<file path="src/rtl/sp_ram_arbiter.sv">
// sp_ram_arbiter: round-robin arbiter sharing one single-port RAM between NUM_REQ masters.
//
// Each requester uses req/gnt/rvalid. The winner of the current cycle is granted
// combinationally and drives the RAM port. Its response (rvalid plus the shared rdata)
// appears one cycle later.
//
// Ports (requester k occupies slice k of every flattened vector):
//   clk, rstn_i        clock, asynchronous active-low reset
//   req_i, we_i        per-requester request and write strobe
//   addr_i, be_i,      per-requester byte address, byte enables, write data
//   wdata_i
//   gnt_o, rvalid_o    per-requester grant and response valid (one-hot or zero)
//   rdata_o            read data, shared by all requesters
//   ram_*_o            RAM enable, address, write enable, byte enables, write data
//   ram_rdata_i        RAM read data, valid one cycle after enable
module sp_ram_arbiter #(
    parameter int unsigned NUM_REQ    = 2,
    parameter int unsigned ADDR_WIDTH = 15,
    parameter int unsigned DATA_WIDTH = 32
) (
    input  logic                            clk,
    input  logic                            rstn_i,
    input  logic [NUM_REQ-1:0]              req_i,
    input  logic [NUM_REQ*ADDR_WIDTH-1:0]   addr_i,
    input  logic [NUM_REQ-1:0]              we_i,
    input  logic [NUM_REQ*DATA_WIDTH/8-1:0] be_i,
    input  logic [NUM_REQ*DATA_WIDTH-1:0]   wdata_i,
    output logic [NUM_REQ-1:0]              gnt_o,
    output logic [NUM_REQ-1:0]              rvalid_o,
    output logic [DATA_WIDTH-1:0]           rdata_o,
    output logic                            ram_en_o,
    output logic [ADDR_WIDTH-1:0]           ram_addr_o,
    output logic                            ram_we_o,
    output logic [DATA_WIDTH/8-1:0]         ram_be_o,
    output logic [DATA_WIDTH-1:0]           ram_wdata_o,
    input  logic [DATA_WIDTH-1:0]           ram_rdata_i
);

    localparam int unsigned BeWidth  = DATA_WIDTH / 8;
    localparam int unsigned PtrWidth = (NUM_REQ > 1) ? $clog2(NUM_REQ) : 1;

    logic [PtrWidth-1:0] rr_q, rr_d;
    logic [PtrWidth-1:0] winner;
    logic [PtrWidth-1:0] cand;
    logic                found;
    logic [NUM_REQ-1:0]  gnt;
    logic [NUM_REQ-1:0]  rvalid_q;
    int unsigned         slot;

    // Scan requesters starting at the priority pointer; the wrap is explicit so that
    // non-power-of-two NUM_REQ never selects a requester that does not exist.
    always_comb begin
        found  = 1'b0;
        winner = '0;
        cand   = '0;
        slot   = 0;
        for (int unsigned i = 0; i < NUM_REQ; i++) begin
            slot = 32'(rr_q) + i;
            if (slot >= NUM_REQ) begin
                slot = slot - NUM_REQ;
            end
            cand = PtrWidth'(slot);
            if (!found && req_i[cand]) begin
                found  = 1'b1;
                winner = cand;
            end
        end
    end

    always_comb begin
        gnt = '0;
        if (found) begin
            gnt[winner] = 1'b1;
        end
    end

    // RAM port carries the winner's fields, and is fully zeroed when idle.
    always_comb begin
        ram_en_o    = found;
        ram_addr_o  = '0;
        ram_we_o    = 1'b0;
        ram_be_o    = '0;
        ram_wdata_o = '0;
        if (found) begin
            ram_addr_o  = addr_i[winner*ADDR_WIDTH +: ADDR_WIDTH];
            ram_we_o    = we_i[winner];
            ram_be_o    = be_i[winner*BeWidth +: BeWidth];
            ram_wdata_o = wdata_i[winner*DATA_WIDTH +: DATA_WIDTH];
        end
    end

    always_comb begin
        rr_d = rr_q;
        if (found) begin
            rr_d = (winner == PtrWidth'(NUM_REQ - 1)) ? '0 : winner + 1'b1;
        end
    end

    always_ff @(posedge clk or negedge rstn_i) begin
        if (!rstn_i) begin
            rr_q     <= '0;
            rvalid_q <= '0;
        end else begin
            rr_q     <= rr_d;
            rvalid_q <= gnt;
        end
    end

    assign gnt_o    = gnt;
    assign rvalid_o = rvalid_q;
    assign rdata_o  = ram_rdata_i;

endmodule

</file>
<file path="config.mk">
export PLATFORM = sky130hd
export DESIGN_NAME = sp_ram_arbiter
export DESIGN_NICKNAME = d
export VERILOG_FILES = /design/src/rtl/sp_ram_arbiter.sv
export SDC_FILE = /design/constraint.sdc
export NUM_CORES = 1
export LEC_CHECK = 0
export ABC_AREA = 1
export BUFFER_PORTS_ARGS = -buffer_cell sky130_fd_sc_hd__buf_2
export CORE_AREA = 8 8 82 84
export CTS_CLUSTER_DIAMETER = 40
export DETAILED_ROUTE_END_ITERATION = 10
export DIE_AREA = 0 0 90 92
export GPL_TIMING_DRIVEN = 1
export PLACE_DENSITY = 0.76
export RECOVER_POWER = 50
export SLEW_MARGIN = 20
export SYNTH_ARGS = -nofsm -noshare
export SYNTH_HDL_FRONTEND = slang
export SYNTH_SLANG_ARGS = --single-unit
</file>
<file path="constraint.sdc">
create_clock -name clk -period 1.2 [get_ports clk]
set_input_delay 0.06 -clock clk [delete_from_list [all_inputs] [get_ports clk]]
set_output_delay 0.06 -clock clk [all_outputs]
set_load 0.01 [all_outputs]
</file>
==> metrics.txt, run 1 <==
clock skew 0.131 ps; root buf cell clkbuf_8; IO buf count 164; HPWL after DPL 4630 um; vias after detailed routing 1920; CP max FO 8; register bit total from synthesis 3; Worst Hold Class in -> out; fmax 688 MHz; mean routed wirelength per cell 15.4 um; top cell family by delay on the critical path buffers and inverters; n_diodes 0; reg2reg start rr_q; worst r2r dst rr_q; Syn Inst Count 218; WP buf/inv 4; Starting Density 20.6%; Avg Cell Area, Syn 5.10 um2; drt pass-1 iters 4; Critical Path Source rr_q; Layout Nets 500; data arrival time of the worst path 1390 ps; gr usage total 14.0%; area of the mapped netlist 0.00111 mm2; critical path capture point type output port; Slew @ Worst Pin 325 ps; worst-case clock buffer depth 2; largest net degree at the start of global routing 35; via density per instance 4.45; Worst Path Required 1140 ps; layout cell share with drive strength beyond 1 54.0%; RePlAce Congestion 0.832; Critical Path Start Type register; Static Leakage 0.00138 uW; clock edge transition at the registers on the reported setup and hold paths 30 ps; clk_lat worst skew 210 ps; first-pass GRT wire length 9870 um; vias in the first global route 2080; outcome complete, but fails checks; Cell Rows 27; Max stage delay cell, worst path dfrtp_1; number of cells on the critical path 7; peak supply drop 0.320 mV; Core Box Area 0.00541 mm2; Worst Setup EP ram_wdata_o[8]; failing checks setup timing; Yosys cell types 9; die width 90 um; YS warnings 0; Die Y 92 um; CTS H-tree depth 1; DRT iter0 DRCs 23; remaining antenna violation count 0; total wire length 6630 um; Max-slew headroom 78.3%; placed cells 411; setup violators final 54; CTS tree done; sequential area share after synthesis 6.76%; crit share post-route 121%; FF-to-FF setup slack 70 ps; crit path cell chain buf_4, inv_4, nand2_8, clkbuf_16, nand3_1, nand2_1, buf_2; pre-CTS WS -36.2 ps; setup slack after layout -254 ps; CTS sink cnt 3; RSZ-0062 raised after global routing yes; Pins Over Slew Limit 0; Crit Path Category reg -> out; grt total ovfl 0; CTS buffer count 3; fillers 595; syn_nets 358; final hold viol count 0; DRC Markers 0; pwr/cell area 643 mW/mm2; CP max stage delay 400 ps; Hold Path Stages 0; area of the die 0.00828 mm2; initial antenna violation count 0; Final min period 1450 ps; non-filler cells, final 431; area grow syn2layout 90.1%; max-cap violations 0; R2R cell count 6; I/O Pins 229
==> repair_timing <==
item / in CTS / in global routing
endpoints found under the setup margin: 54 / 55
hold buffers: 1 / 0
gates cloned: 3 / 3
pin swaps: 1 / 1
setup buffers: 4 / 6
endpoints found under the hold margin: 3 / 0
resized for setup: 13 / 10
==> cell usage after synthesis (all sizes together) <==
library cell	count	area, um2
nand2	107	402
nand3	54	270
buf	48	328
inv	4	15.0
dfrtp	3	75.1
a21oi	2	21.3
==> logic make-up (layout without fill, tap and decap cells) <==
family / after synthesis / after routing / synth area share (%)
AND/OR/NAND/NOR: 161 / 161 / 60.5
flip-flops: 3 / 3 / 6.76
buffers and inverters: 52 / 193 / 30.9
AO/OA/AOI/OAI: 2 / 2 / 1.91
==> how the worst min path moves through the flow <==
| stage | slack [ps] | end | from |
|---|---|---|---|
| floorplan | -240 | rr_q | rstn_i |
| global placement | -140 | rvalid_o[1] | rstn_i |
| detailed placement | -140 | rvalid_o[0] | rstn_i |
| CTS | 120 | rvalid_o[1] | req_i[0] |
| global route | 120 | rdata_o[22] | ram_rdata_i[22] |
| finish | 120 | rdata_o[13] | ram_rdata_i[13] |
==> worst register-to-register path, cell delays in order (launching register included) <==
cell and delay, ps:
dfrtp_1 400, a21oi_4 230, buf_12 140, buf_8 110, buf_4 110, inv_1 30, nand2_1 40
==> report_power, final <==
part	leakage (uW)	internal [uW]	switching, uW
combinational	0.00133	479	475
clock	0.0000228	226	64.7
sequential	0.0000365	110	4.47
total	0.00138	815	544
==> area by class of cell <==
type | count | area, um2 | area share, %
inverters | 4 | 17.5 | 0.829
clock buffers | 4 | 45.0 | 2.13
multi-input cells | 163 | 723 | 34.2
well taps | 72 | 90.1 | 4.27
repair buffers | 185 | 1160 | 55.0
flip-flops and latches | 3 | 75.1 | 3.55
==> metal layers <==
layer	vias to the layer above	wire [um]	GRT usage, %	share of wire, %
met4	0	159	5.27	2.4
li1	943	-	-	-
met5	-	0	0	0
met1	847	2510	13.5	38
met2	108	3410	27.2	51
met3	22	548	4.16	8.3
==> cell usage in the layout, fill, tap and decap left out <==
master         instances
buf_2                161
nand2_1              104
nand3_1               53
buf_4                  7
buf_6                  6
buf_12                 4
inv_1                  3
clkbuf_8               3
clkbuf_16              3
dfrtp_1                3
nand2_2                2
buf_16                 2
inv_4                  1
nand2_8                1
nand3_2                1
a21oi_4                1
a21oi_2                1
clkbuf_1               1
dlygate4sd3_1          1
buf_8                  1
==> sequential cells by signal, summed over array words and instances, names as in the netlist <==
signal,flops
rvalid_o,2
rr_q,1
==> through the flow <==
stage          utilization, %  area, um2  TNS, ps  hold slack, ps  total power (uW)
6_report                 39.1       2110   -11830             120              1360
5_1_grt                  39.1       2110   -15410             120              1460
4_1_cts                  36.6       1980   -10180             119              1290
3_5_place_dp             32.8       1770    -38.3            -143               895
3_3_place_gp             32.8       1770   -0.491            -144               878
2_1_floorplan               -       1110        0            -236               597
No activity file was read; power rests on OpenSTA's default activity.
==> inputs of run 2 (changes only) <==
- CORE_AREA: 8 8 82 84 -> 4 4 87 89
- DIE_AREA: 0 0 90 92 -> 0 0 91 93
- PLACE_DENSITY: 0.76 -> 0.64
==> run 2 against run 1 <==
The run still ends with setup timing left. Critical path depth is 2 lower. Final cell count decreased by 0.93%. Core utilization is 11 points lower. Clock-buffer cell count did not move. Setup slack gained 87 ps. Critical path type unchanged. Critical endpoint is now ram_wdata_o[26]. Largest cell class unchanged. Highest routed layer unchanged.
==> metrics.txt, run 2 (synthesis gave the netlist of run 1 again) <==
outcome complete, but fails checks; failing checks setup timing; clk_lat worst skew 210 ps (about the same); data arrival time of the worst path 1310 ps (-80 ps); DRC Markers 0 (unchanged); CP max FO 31 (+23); Cell Rows 30 (+11%); most frequent cells in the layout buf_2, nand2_1, nand3_1; root buf cell clkbuf_8; peak supply drop 0.261 mV (-19%); Layout Nets 488 (-2.4%); area grow syn2layout 71.8%; pwr/cell area 635 mW/mm2 (-1.3%); RePlAce Congestion 0.732 (-12%); I/O Pins 229 (unchanged); cell area after layout 0.00191 mm2 (-9.6%); crit share post-route 114% (-7.2 points); RSZ-0062 raised after global routing yes; remaining antenna violation count 0 (unchanged); Pint 725 uW (-11%); Critical Path Start Type register; clock edge transition at the registers on the reported setup and hold paths 30 ps (about the same); Pins Over Slew Limit 0 (unchanged); clock skew 1.27 ps (+1.14 ps); max FFs per register 2 (unchanged); CTS buffer count 3 (unchanged); metal3 WL 474 um (-14%); DRT iter0 DRCs 41 (+78%); Die Y 93 um (+1.1%); largest net degree at the start of global routing 32 (-8.6%); Post-DP Area 0.00180 mm2 (+1.4%); CTS tree done; CTS sink cnt 3 (unchanged); first-pass GRT wire length 8140 um (-18%); M1 wire length 1940 um (-23%); n_diodes 0 (unchanged); IO buf count 164 (unchanged); initial antenna violation count 0 (unchanged); worst-case clock buffer depth 2 (unchanged); fmax 731 MHz (+6.4%); mean routed wirelength per cell 12.4 um (-19%); via density per instance 4.31 (-3.2%); top layer in use met4; placed cells 421 (+2.4%); vias in the first global route 1705 (-18%); share of total power in sequential cells 9.5% (+1.1 points); Hold Path Stages 0 (unchanged); non-filler cells, final 427 (-0.93%); Final min period 1370 ps (-86.9 ps); Worst Path Required 1140 ps (about the same); layout cell share with drive strength beyond 1 52.2% (-1.9 points); Worst Hold Class in -> out; most common cell after layout, fill and taps aside buf_2; Switch Pwr 487 uW (-10%); vias after detailed routing 1842 (-4.1%); Max-slew headroom 81.1% (+2.8 points); clock power share 23.5% (+2.1 points); combinational share of power 67.1% (-3.1 points); setup violators final 54 (unchanged); setup slack after layout -167 ps (+86.9 ps); HPWL after DPL 4530 um (-2.2%); die width 91 um (+1.1%); max-cap violations 0 (unchanged); area of the die 0.00846 mm2 (+2.2%); total wire length 5300 um (-20%); Sw Share 40.2% (+0.17 points); Core Box Area 0.00676 mm2 (+25%); R2R cell count 4 (-2); grt total ovfl 0 (unchanged); critical path capture point type output port; Slew @ Worst Pin 283 ps (-41.7 ps); gr usage total 11.6% (-2.4 points); Starting Density 16.4% (-4.1 points); Met2 Wirelength 2790 um (-18%); CTS H-tree depth 1 (unchanged); Crit Path Category reg -> out; final hold viol count 0 (unchanged); drt pass-1 iters 4 (unchanged); Static Leakage 0.00128 uW (-7.4%)
run 2: path summary, 6_finish.rpt:
path	to	slack, ps	start
setup / recovery	ram_wdata_o[26]	-170	rr_q
max in group asynchronous	rvalid_o[0]	900	rstn_i
setup reg to reg	rr_q	220	rr_q
hold reg to reg	rvalid_o[1]	690	rr_q
min in group asynchronous	rr_q	190	rstn_i
hold / removal	rdata_o[10]	120	ram_rdata_i[10]
run 2: metal layers:
metal / up-vias / GRT usage, %
met1: 802 / 13.1
met3: 14 / 2.01
li1: 915 / -
met4: 0 / 4.27
met5: - / 0
met2: 111 / 21.8
run 2: power by group through the flow:
stage / Combinational [uW] / Clock (uW) / Sequential, uW
final: 813 / 284 / 115
after global routing: 909 / 312 / 116
after CTS: 806 / 295 / 115
after detailed placement: 787 / 0 / 117
after global placement: 778 / 0 / 116
after floorplan: 477 / 0 / 119
run 2: final cells by class:
class / instances / area, um2
clock buffers: 4 / 45.0
fillers: 770 / 4850
inverters: 4 / 15.0
multi-input cells: 163 / 711
flip-flops and latches: 3 / 75.1
well taps: 80 / 100
repair buffers: 173 / 963
run 2: repair_timing:
action,4_1_cts,5_1_grt
hold buffers,1,0
buffers inserted,1,0
endpoints found under the setup margin,54,55
gates resized for setup,6,6
endpoints found under the hold margin,3,0
run 2: per-stage QoR:
step / hold WS [ps] / setup TNS (ps) / setup slack (ps) / power, uW / util [%]
floorplan: -236 / 0 / 141 / 597 / -
global placement: -143 / 0 / 7.17 / 894 / 26.6
finish: 120 / -7080 / -167 / 1210 / 28.3
detailed placement: -140 / -27.8 / -18.6 / 904 / 26.6
global route: 120 / -11500 / -249 / 1340 / 28.3
CTS: 110 / -8390 / -204 / 1220 / 27.8
run 2: worst max-delay path: stages, from the launching register on:
cell and delay [ps]:
dfrtp_1 410, a21oi_4 210, buf_12 200, nand2_1 70, nand2_1 60, buf_2 130
